$ cat config.mk
export PLATFORM = sky130hd
export DESIGN_NAME = i2c_target_responder
export DESIGN_NICKNAME = d
export VERILOG_FILES = /design/src/rtl/i2c_pkg.sv /design/src/rtl/i2c_line_sync.sv /design/src/rtl/i2c_target_responder.sv
export SDC_FILE = /design/constraint.sdc
export NUM_CORES = 1
export LEC_CHECK = 0
export CAP_MARGIN = 20
export CORE_MARGIN = 3
export CORE_UTILIZATION = 30
export CTS_CLUSTER_SIZE = 10
export DETAILED_ROUTE_END_ITERATION = 10
export GPL_ROUTABILITY_DRIVEN = 0
export GPL_TIMING_DRIVEN = 0
export HOLD_SLACK_MARGIN = 0.06
export PLACE_DENSITY = 0.56
export SYNTH_ARGS = -nofsm -noshare
export SYNTH_HDL_FRONTEND = slang
export SYNTH_SLANG_ARGS = --single-unit
$ cat constraint.sdc
create_clock -name clk -period 4.5 [get_ports clk]
set_clock_uncertainty 0.15 [all_clocks]
set_input_delay 1.35 -clock clk [delete_from_list [all_inputs] [get_ports clk]]
set_output_delay 1.35 -clock clk [all_outputs]
set_load 0.01 [all_outputs]
$ cat src/rtl/i2c_pkg.sv
// Shared I2C definitions: target FSM states, R/W encoding and
// on-board device addresses used by both initiator and target.
package i2c_pkg;

    typedef enum logic [2:0] {
        IDLE,
        ADDR,
        ADDR_ACK,
        WR_PTR,
        WR_DATA,
        WR_ACK,
        RD_DATA,
        RD_ACK
    } i2c_tgt_state_t;

    localparam logic I2C_RW_WRITE = 1'b0;
    localparam logic I2C_RW_READ  = 1'b1;

    localparam logic [6:0] I2C_ADDR_TOUCH = 7'h38;
    localparam logic [6:0] I2C_ADDR_RTC   = 7'h68;

endpackage

$ cat src/rtl/i2c_line_sync.sv
// SCL/SDA synchronizers with SCL edge and START/STOP detection.
// Events appear SYNC_STAGES+1 clocks after the pin change.
module i2c_line_sync #(
    parameter int SYNC_STAGES = 2
) (
    input  logic clk,
    input  logic reset,
    input  logic scl_in,
    input  logic sda_in,
    output logic scl_rise,
    output logic scl_fall,
    output logic sda_s,
    output logic start_det,
    output logic stop_det
);

    logic [SYNC_STAGES-1:0] scl_q;
    logic [SYNC_STAGES-1:0] sda_q;
    logic                   scl_p;
    logic                   sda_p;
    logic                   scl_s;

    // Idle bus is high; resetting to 1 avoids spurious events.
    always_ff @(posedge clk or negedge reset) begin
        if (!reset) begin
            scl_q <= '1;
            sda_q <= '1;
            scl_p <= 1'b1;
            sda_p <= 1'b1;
        end else begin
            scl_q <= {scl_q[SYNC_STAGES-2:0], scl_in};
            sda_q <= {sda_q[SYNC_STAGES-2:0], sda_in};
            scl_p <= scl_s;
            sda_p <= sda_s;
        end
    end

    assign scl_s     = scl_q[SYNC_STAGES-1];
    assign sda_s     = sda_q[SYNC_STAGES-1];
    assign scl_rise  = scl_s & ~scl_p;
    assign scl_fall  = ~scl_s & scl_p;
    assign start_det = scl_s & scl_p & sda_p & ~sda_s;
    assign stop_det  = scl_s & scl_p & ~sda_p & sda_s;

endmodule

$ cat src/rtl/i2c_target_responder.sv
// I2C target exposing a byte-addressed register file with a host
// preload port and strobes for bytes written by the initiator.
module i2c_target_responder
    import i2c_pkg::*;
#(
    parameter logic [6:0] DEV_ADDR    = 7'h68,
    parameter int         NUM_REGS    = 16,
    parameter int         SYNC_STAGES = 2,
    localparam int        AW          = $clog2(NUM_REGS)
) (
    input  logic          clk,
    input  logic          reset,
    input  logic          scl_in,
    input  logic          sda_in,
    output logic          sda_oe,
    input  logic          host_we,
    input  logic [AW-1:0] host_addr,
    input  logic [7:0]    host_wdata,
    output logic [7:0]    host_rdata,
    output logic          bus_wr_valid,
    output logic [AW-1:0] bus_wr_addr,
    output logic [7:0]    bus_wr_data,
    output logic          busy
);

    logic scl_rise, scl_fall, sda_s, start_det, stop_det;

    i2c_line_sync #(
        .SYNC_STAGES(SYNC_STAGES)
    ) u_sync (
        .clk      (clk),
        .reset    (reset),
        .scl_in   (scl_in),
        .sda_in   (sda_in),
        .scl_rise (scl_rise),
        .scl_fall (scl_fall),
        .sda_s    (sda_s),
        .start_det(start_det),
        .stop_det (stop_det)
    );

    i2c_tgt_state_t state, state_n;
    logic [3:0]    cnt, cnt_n;
    logic [7:0]    shreg, shreg_n;
    logic [AW-1:0] ptr, ptr_n;
    logic          oe_n, busy_n;
    logic          rw, rw_n;
    logic          ph, ph_n;
    logic          bw_en;
    logic [AW-1:0] bw_addr;
    logic [7:0]    bw_data;
    logic [7:0]    regs [NUM_REGS];

    assign host_rdata = regs[host_addr];

    always_ff @(posedge clk or negedge reset) begin
        if (!reset) begin
            state        <= IDLE;
            cnt          <= '0;
            shreg        <= '0;
            ptr          <= '0;
            sda_oe       <= 1'b0;
            busy         <= 1'b0;
            rw           <= I2C_RW_WRITE;
            ph           <= 1'b0;
            bus_wr_valid <= 1'b0;
            bus_wr_addr  <= '0;
            bus_wr_data  <= '0;
        end else begin
            state        <= state_n;
            cnt          <= cnt_n;
            shreg        <= shreg_n;
            ptr          <= ptr_n;
            sda_oe       <= oe_n;
            busy         <= busy_n;
            rw           <= rw_n;
            ph           <= ph_n;
            bus_wr_valid <= bw_en;
            if (bw_en) begin
                bus_wr_addr <= bw_addr;
                bus_wr_data <= bw_data;
            end
        end
    end

    // Host port has priority when both hit the same register.
    always_ff @(posedge clk or negedge reset) begin
        if (!reset) begin
            for (int i = 0; i < NUM_REGS; i++) regs[i] <= '0;
        end else begin
            for (int i = 0; i < NUM_REGS; i++) begin
                if (host_we && host_addr == AW'(i))
                    regs[i] <= host_wdata;
                else if (bw_en && bw_addr == AW'(i))
                    regs[i] <= bw_data;
            end
        end
    end

    always_comb begin
        state_n = state;
        cnt_n   = cnt;
        shreg_n = shreg;
        ptr_n   = ptr;
        oe_n    = sda_oe;
        busy_n  = busy;
        rw_n    = rw;
        ph_n    = ph;
        bw_en   = 1'b0;
        bw_addr = ptr;
        bw_data = {shreg[6:0], sda_s};

        if (stop_det) begin
            state_n = IDLE;
            oe_n    = 1'b0;
            busy_n  = 1'b0;
            cnt_n   = '0;
            ph_n    = 1'b0;
        end else if (start_det) begin
            state_n = ADDR;
            oe_n    = 1'b0;
            cnt_n   = '0;
            ph_n    = 1'b0;
        end else begin
            unique case (state)
                IDLE: ;
                ADDR, WR_PTR, WR_DATA: begin
                    if (scl_rise) begin
                        shreg_n = {shreg[6:0], sda_s};
                        cnt_n   = cnt + 4'd1;
                        if (cnt == 4'd7) begin
                            cnt_n = '0;
                            if (state == ADDR) begin
                                if (shreg_n[7:1] == DEV_ADDR) begin
                                    state_n = ADDR_ACK;
                                    busy_n  = 1'b1;
                                    rw_n    = sda_s ? I2C_RW_READ : I2C_RW_WRITE;
                                end else begin
                                    state_n = IDLE;
                                    busy_n  = 1'b0;
                                end
                            end else if (state == WR_PTR) begin
                                ptr_n   = shreg_n[AW-1:0];
                                state_n = WR_ACK;
                            end else begin
                                bw_en   = 1'b1;
                                ptr_n   = ptr + 1'b1;
                                state_n = WR_ACK;
                            end
                        end
                    end
                end
                // ph marks that the 9th rising edge has been seen.
                ADDR_ACK, WR_ACK: begin
                    if (scl_rise) begin
                        ph_n = 1'b1;
                    end else if (scl_fall) begin
                        if (!ph) begin
                            oe_n = 1'b1;
                        end else begin
                            ph_n = 1'b0;
                            oe_n = 1'b0;
                            if (state == WR_ACK) begin
                                state_n = WR_DATA;
                            end else if (rw == I2C_RW_READ) begin
                                state_n = RD_DATA;
                                shreg_n = regs[ptr];
                                oe_n    = ~regs[ptr][7];
                            end else begin
                                state_n = WR_PTR;
                            end
                        end
                    end
                end
                RD_DATA: begin
                    if (scl_rise) begin
                        cnt_n = cnt + 4'd1;
                    end else if (scl_fall) begin
                        if (cnt == 4'd8) begin
                            oe_n    = 1'b0;
                            cnt_n   = '0;
                            ph_n    = 1'b0;
                            state_n = RD_ACK;
                        end else begin
                            oe_n    = ~shreg[6];
                            shreg_n = {shreg[6:0], 1'b0};
                        end
                    end
                end
                RD_ACK: begin
                    if (scl_rise) begin
                        if (sda_s) begin
                            state_n = IDLE;
                            busy_n  = 1'b0;
                        end else begin
                            ptr_n = ptr + 1'b1;
                            ph_n  = 1'b1;
                        end
                    end else if (scl_fall && ph) begin
                        ph_n    = 1'b0;
                        state_n = RD_DATA;
                        shreg_n = regs[ptr];
                        oe_n    = ~regs[ptr][7];
                    end
                end
                default: state_n = IDLE;
            endcase
        end
    end

endmodule

Word-level counts from Yosys, hierarchy flattened
Cells that the tools add are included.
Word-level totals
  register bits after elaboration: 169
  input port bits: 17
  output and inout port bits: 23
  logic and storage cells: 320
Operators by class
  add/subtract/negate cells: 2
  order comparisons: 2
  equal/unequal tests: 77
  multiplexer cells: 124
  bitwise operators: 17
  reduce and logical (&&, ||, !) cells: 67
Operator list (count)
  $mux 8: 36
  $mux 7: 11
  $eq 4x4->1 const B: 17
  $bmux 8 s4: 2
  $mux 4: 13
  $mux 3: 16
  $ne 4x4->1 const B: 10
  $mux 1: 38
  $eq 4x3->1 const B: 9
  $reduce_bool 2->1: 17
  $logic_and 1x1->1: 33
  $ne 2x2->1 const B: 15
  $pmux 7 s4: 1
  $reduce_and 7->1: 4
  $ne 5x5->1 const B: 5
  $eq 4x2->1 const B: 4
  $pmux 4 s2: 2
  $reduce_and 14->1: 1
  $eq 3x3->1 const B: 4
  $ne 3x3->1 const B: 4
  $pmux 3 s4: 1
  $reduce_and 11->1: 1
  $ge 5x5->1 const B: 2
  $not 4->5: 2
  22 further kinds: 41

Logic depth before layout (Yosys ltp)
  depth after elaboration: 13
  gate-level depth with buffers: 11
  mapped depth without buffers: 8

Modules after synthesis
A second synthesis with hierarchy kept.
Second synthesis, totals
  cells, all modules: 1019
  area, all modules: 10630.2 um2
Modules (own cells, without submodules)
  i2c_target_responder: instances 1, cells each 1009, area each 10440.0 um2, seq. area each 4078.9 um2
  i2c_line_sync: instances 1, cells each 10, area each 190.2 um2, seq. area each 157.7 um2

Worst setup path after synthesis
OpenSTA, ideal clock, no wires.
  path type: input -> output
  from: input host_addr[0]
  to: output host_rdata[7]
  data arrival time: 2.862 ns
  required time: 3.000 ns
  path slack: 0.138 ns
  stages: 4
  buffers on the path: 2
  cells stage by stage: buf_2 buf_2 mux4_2 mux4_2
Between the ends
  word-level cells in the longest chain between the ends: 4
RTL lines
  start: declaration: line i2c_target_responder.sv:17  | input logic [AW-1:0] host_addr,
  $not 4->5 (implied by the code): line i2c_target_responder.sv:54  | assign host_rdata = regs[host_addr];
  $bmux 8 s4: line i2c_target_responder.sv:54
  $mux 8 (implied by the code) (2 in series): line i2c_target_responder.sv:54
  end: declaration: line i2c_target_responder.sv:19  | output logic [7:0] host_rdata,
Every way passes these cells. The select of a mux whose other input is x is not followed.

Worst setup path in the final report
  from: input host_addr[0]
  to: output host_rdata[0]
Same word-level chain as after synthesis.

==> qor.csv <==
metric;value;unit
switching portion of total power;37.57;%
Design Area, Final;12430;µm²
synth warn;0;
P_int;3.971;mW
area grow syn2layout;17.29;%
Fin. Hold Viols;0;
Crit Path Category;primary input to output pin;
Mapped Area;10600;µm²
Rows;68;
Synth Flop Type;dfrtp_1;
# hold bufs at CTS;0;
area of the core;34710;µm²
leakage;5.195;nW
top post-synthesis cells by count;163 x dfrtp_1, 137 x mux2i_1, 105 x nand2_1, 86 x nor2_1, 83 x a21oi_1;
startpoint types;primary input;
largest net degree at the start of global routing;116;
multi-input combinational cell area;5883;µm²
Seq cells post-synth;169;
Hold Path Origin;u_sync.scl_q[0];
final core occ;35.80;%
CTS Buf Count;17;
Reg2Reg Setup Slack;0.72;ns
total track usage;18.00;%
sequential area share after synthesis;39.98;%
Die Ht;193.9;µm
Most common cell on crit path;mux4_2;
crit-path max FO;7;
Filler cells;3462;
vias in the first global route;8306;
Clock Path Buffers;2;
# setup viols final;0;
r2r worst-path depth;7;
Mean Syn Cell Area;10.77;µm²
Power Density;511.8;nW/µm²
Hold Path Sink;u_sync.scl_q[1];
power share of the clock group;23.5;%
top cells by area, synth;dfrtp_1 38%, mux2i_1 13%, mux4_2 13%;
Die X;193.9;µm
crit-path cells;buf_8 > buf_12 > buf_16 > mux4_2 > mux4_2 > buf_6;
layout cell share with drive strength beyond 1;17.13;%
slowest CP cell;mux4_2;
EDFF count, synth;0;
Syn Inst Count;984;
Reg power frac;37.5;%
Routed WL;33790;µm
worst hold stages;0;
Diodes inserted;0;
Psw;2.390;mW
CTS tree;yes;
Ports;40;
nets;1081;
Net Count, Synth;1010;
critical path arrival;2.98;ns
outcome;finished clean;
drt drc;0;
Remaining Overflow, GRT;0;
FF/Latch Area;4237;µm²
Hold WC Path Type;flip-flop to flip-flop;
cell taking the most area after synthesis;dfrtp_1;
top-area cell type share of the netlist area;38.49;%
Period Utilization, post-route;99.51;%
# Max-Cap Violations;0;
Clock Sinks;169;
PnR Total Power;6.361;mW
R2R Path End;regs[22];
Worst-Margin Slew;1.072;ns
Post-DRT Antenna Nets;0;
Req. time, crit path;3.00;ns
via/cell ratio;5.591;
Peak Freq;223.3;MHz
Clock Pin Slew Worst Setup and Hold Paths;0.07;ns
Worst VDD drop;338.8;µV
H-tree depth;4;
root buf cell;clkbuf_16;
Slew Limit Headroom;28.29;%
Slew Viols, Final;0;
initial antenna violation count;0;
violation count after the first detailed-route iteration;729;
die area;37610;µm²
slowest cell delay on critical path;0.54;ns
post-synth cell types;67;
drt pass-1 iters;5;
Routed WL per cell;22.18;µm
combinational fraction of design power;39.0;%
crit path time final;4.478;ns
RSZ-0062 raised after global routing;false;
FFs w/ async S/R, synth;100.0;%
first-pass GRT wire length;52040;µm
Initial Utilization;30.53;%
worst flop-to-flop path startpoint;bw_addr[1];
Worst setup EP type;output pin;
PortBufs;39;
vias post-DR;8515;
most frequent cell after synthesis;dfrtp_1;
Placed Area;11600;µm²
Skew-Pair Late Insertion Delay;0.44;ns
Post-DP HPWL;24500;µm
[area by class of cell]
| type | instances | share of cell area (%) |
|---|---|---|
| well taps | 455 | 4.581 |
| plain buffers | 84 | 3.765 |
| inverters | 24 | 0.7249 |
| flip-flops and latches | 169 | 34.09 |
| multi-input cells | 705 | 47.34 |
| repair buffers | 54 | 4.762 |
| clock inverters | 14 | 1.208 |
| clock buffers | 18 | 3.534 |
[through the flow]
stage / cells / setup WS, ns / setup TNS [ns] / hold WS [ns]
global route: 1523 / 0.01474 / 0 / 0.2157
global placement: 1478 / -5.650 / -952.55 / 0.2034
CTS: 1523 / -0.03345 / -0.06704 / 0.2121
finish: 1523 / 0.02223 / 0 / 0.2099
floorplan: 984 / 0.1377 / 0 / 0.1952
detailed placement: 1481 / -1.587 / -13.20 / 0.1988
[state kept, by name, summed over array words and instances, names as in the netlist, 2 cells and up]
register and count:
bus_wr_addr 4, bus_wr_data 8, bw_addr 4, cnt 4
regs 128, shreg 7, state 3, u_sync.scl_q 2
u_sync.sda_q 2
[critical path: cells and delay by family]
kind                   cells  cell delay (ns)
multiplexers               2             1.08
buffers and inverters      4             0.54
[per-layer routing]
metal | GRT usage [%] | share of wire, % | up-vias
li1 | - | - | 3800
met1 | 24.90 | 44 | 4303
met2 | 28.46 | 47 | 352
met3 | 3.597 | 6.6 | 60
met4 | 6.011 | 2.9 | 0
met5 | 0 | 0 | -
[cells by family (layout without fill, tap and decap cells)]
kind of cell    count (synthesis)  after routing  synth area share, %
flops                         169            169                39.98
simple gates                  247            247                10.20
compound gates                217            217                12.71
xor+xnor                        1              1              0.08267
mux                           231            231                31.47
fa+ha+maj                       9              9                1.063
buf+inv                       110            194                4.499
[power by group through the flow]
| stage | combinational, mW | sequential, mW | clock (mW) |
|---|---|---|---|
| 3_5_place_dp | 2.45 | 2.40 | 0 |
| 4_1_cts | 2.48 | 2.37 | 1.52 |
| 6_report | 2.48 | 2.38 | 1.50 |
| 2_1_floorplan | 1.79 | 2.25 | 0 |
| 3_3_place_gp | 2.41 | 2.39 | 0 |
| 5_1_grt | 2.71 | 2.44 | 1.59 |
[worst max-delay path by stage]
stage / start / end / slack [ns]
finish: host_addr[0] / host_rdata[0] / 0.02
floorplan: host_addr[0] / host_rdata[7] / 0.14
global placement: reset / regs[45] / -5.65
CTS: host_addr[0] / host_rdata[2] / -0.03
global route: host_addr[0] / host_rdata[2] / 0.01
detailed placement: host_addr[1] / host_rdata[3] / -1.59
[cell usage in the layout, fill, tap and decap left out, drive strengths merged, types with 6 or more instances in the layout]
master         Yosys  final
dfrtp            163    163
mux2i            137    137
nand2            105    105
nor2              89     89
a21oi             83     83
o21ai             78     78
mux4              75     75
clkbuf            57     74
buf               29     54
inv               23     30
clkdlybuf4s50      0     28
mux2              19     19
nand2b             9      9
ha                 9      9
nor2b              8      8
nand3              7      7
a41oi              6      6
dfstp              6      6
clkinv             1      6
[repair_timing]
action	4_1_cts	5_1_grt
gates cloned	2	0
resized for setup	80	0
buffers inserted	9	0
endpoints found under the setup margin	8	5
(Power assumes the default switching activity.)
==> patch, RTL diff (same flow settings) <==
Take the reset off `shreg` and load it in a clocked block of its own.
--- a/src/rtl/i2c_target_responder.sv
+++ b/src/rtl/i2c_target_responder.sv
@@ -57,7 +57,6 @@
         if (!reset) begin
             state        <= IDLE;
             cnt          <= '0;
-            shreg        <= '0;
             ptr          <= '0;
             sda_oe       <= 1'b0;
             busy         <= 1'b0;
@@ -69,7 +68,6 @@
         end else begin
             state        <= state_n;
             cnt          <= cnt_n;
-            shreg        <= shreg_n;
             ptr          <= ptr_n;
             sda_oe       <= oe_n;
             busy         <= busy_n;
@@ -81,6 +79,10 @@
                 bus_wr_data <= bw_data;
             end
         end
+    end
+
+    always_ff @(posedge clk) begin
+        shreg <= shreg_n;
     end
 
     // Host port has priority when both hit the same register.
Check against the original RTL: not settled (the Yosys comparison gave no result); the edit may change what the design does.
==> patch against the original RTL <==
  * Routed wire length rose by 1.6%
  * Core utilization fell by 0.67 points
  * Critical endpoint is now host_rdata[1]
  * Synthesized cell count rose by 0.61%
  * Worst setup slack improved by 38 ps
  * Cell area fell by 1.9%
  * Maximum frequency rose by 0.87%
  * Final cell count fell by 0.72%
  * Power fell by 17%
  * Area after synthesis barely moved
  * Sequential cell count did not move
==> patch: results (changes against the original RTL) <==
Status
  – Status: complete, no violations

Logic synthesis
  – Mux share of post-synthesis cell area: 0.288 (-0.0266)
  – Area contributors post-synth: dfrtp_1, mux4_2, mux2i_1, a21oi_1, nand2_1
  – Sequential area share after synthesis: 0.403 (+0.00307)
  – Syn. warnings: 0 (unchanged)
  – Post-Synth Adder-Cell Area: 0.0106 (about the same)
  – Distinct cells, synth: 61 (-9.0%)
  – Xor and xnor area share after synthesis: 0.00153 (+0.000708)
  – Syn Nets: 1016 (+0.59%)
  – Post-synth EDFFs: 7 (+7)
  – Top cells by count, synth: dfrtp_1, mux2i_1, nand2_1
  – Compound-Gate Fraction of Synth Area: 0.108 (-0.0192)
  – Ys async rst share: 0.959 (-0.0414)

Detailed routing
  – First drt pass iteration count: 6 (+1)
  – Routed wire length per instance: 22.7 um (+2.3%)
  – Initial DRC Count: 943 (+29%)
  – DR vias: 8323 (-2.3%)

Pwr
  – Worst vdd ir: 247 uV (-27%)
  – LEAKAGE: 4.72 nW (-9.2%)
  – Internal: 0.00335 W (-16%)

STA
  – Slew HR: 0.279 (-0.00381)

Clock tree
  – Clock transition at path regs: about 80 ps
  – H-tree levels: 4 (unchanged)
  – Max clock buf depth: 2 (unchanged)
  – CTS buffer count: 17 (unchanged)
  – Root Driver: clkbuf_16
  – Clock Latency Late Sink: 440 ps (about the same)

Placement
  – Port bufs: 29 (-26%)
  – DPL Wire Length: 25300 um (+3.2%)
  – DP Worst Slack: -802 ps (+785 ps)

GRT
  – First-pass GRT wire length: 52500 um (+0.85%)
  – GRT Overall Usage: 0.182 (+0.00244)
  – Vias in the first global route: 8097 (-2.5%)
  – Pin count of the biggest net entering global routing: 96 (-17%)

Critical path
  – Critical path peak fanout: 10 (+3)
  – Slowest Stage Delay on Critical Path: 500 ps (-40 ps)

Finish
  – Final layout net count: 1070 (-1.0%)
  – Fraction of layout cells with a size suffix above 1: 0.187 (+0.0160)

Min path
  – Worst Hold Class: reg2reg
patch: changes by cell type after synthesis, sizes merged, moves of 10 or more:
cell	change
inv	-10
mux2	-10
nor2	+31
o21ai	-11
a21oi	+13
buf	+13
clkbuf	-13
patch: logic make-up after synthesis:
group | Yosys count
AND/OR/NAND/NOR | 292
multiplexers | 214
AO/OA/AOI/OAI | 205
flip-flops | 169
buffers and inverters | 100
adder cells (fa/ha/maj) | 9
XOR/XNOR | 1
patch: routing by layer:
layer | routed length [um] | part of all wire | global-route usage | vias to the layer above
met4 | 1010 | 0.029 | 0.0551 | 0
met3 | 2670 | 0.078 | 0.0412 | 44
met1 | 14600 | 0.43 | 0.256 | 4193
met5 | 0 | 0 | 0 | -
li1 | - | - | - | 3714
met2 | 16000 | 0.47 | 0.284 | 372
patch: metrics by stage:
stage,setup TNS [ps],cells,power (W)
6_report,0,1512,0.00527
5_1_grt,0,1512,0.00551
2_1_floorplan,0,990,0.00317
4_1_cts,0,1511,0.00527
3_5_place_dp,-5970,1477,0.00379
3_3_place_gp,-840800,1474,0.00375
patch: final cells by class:
class | instances | area (um^2)
clock buffer | 17 | 425
buffer | 86 | 473
inverter | 14 | 52.6
multi-input combinational | 721 | 5910
timing repair buffer | 35 | 348
sequential | 169 | 4270
tap | 455 | 569
fill | 3549 | 22500
clock inverter | 15 | 148
patch: worst max-delay path: cells and delay by family:
family | cells | cell delay, ps
buffers and inverters | 4 | 570
multiplexers | 2 | 1000
patch: worst paths after layout:
path | startpoint | endpoint | slack (ps) | depth (start not counted)
worst max register to register | bw_addr[1]$_DFFE_PN0P_ | shreg[5]$_DFFE_PP_ | 1540 | 6
worst min register to register | u_sync.sda_q[0]$_DFF_PN1_ | u_sync.sda_q[1]$_DFF_PN1_ | 210 | 0
worst min-delay path | u_sync.sda_q[0]$_DFF_PN1_ | u_sync.sda_q[1]$_DFF_PN1_ | 210 | 0
min in group asynchronous | reset | cnt[3]$_DFFE_PN0P_ | 700 | 1
worst max-delay path | host_addr[0] | host_rdata[1] | 60 | 6
max in group asynchronous | reset | regs[6]$_DFFE_PN0P_ | 2630 | 2
patch: power by group through the flow:
stage	sequential, W	clock [W]	combinational [W]
after global placement	0.00212	0	0.00163
after global routing	0.00216	0.00156	0.00179
after floorplan	0.00203	0	0.00114
after CTS	0.00211	0.00150	0.00165
final	0.00212	0.00148	0.00167
after detailed placement	0.00213	0	0.00166
patch: timing repair:
item,CTS,global route
pin swaps,0,0
resized for setup,62,3
buffers inserted,1,1
endpoints found under the setup margin,8,1
gates cloned,1,0
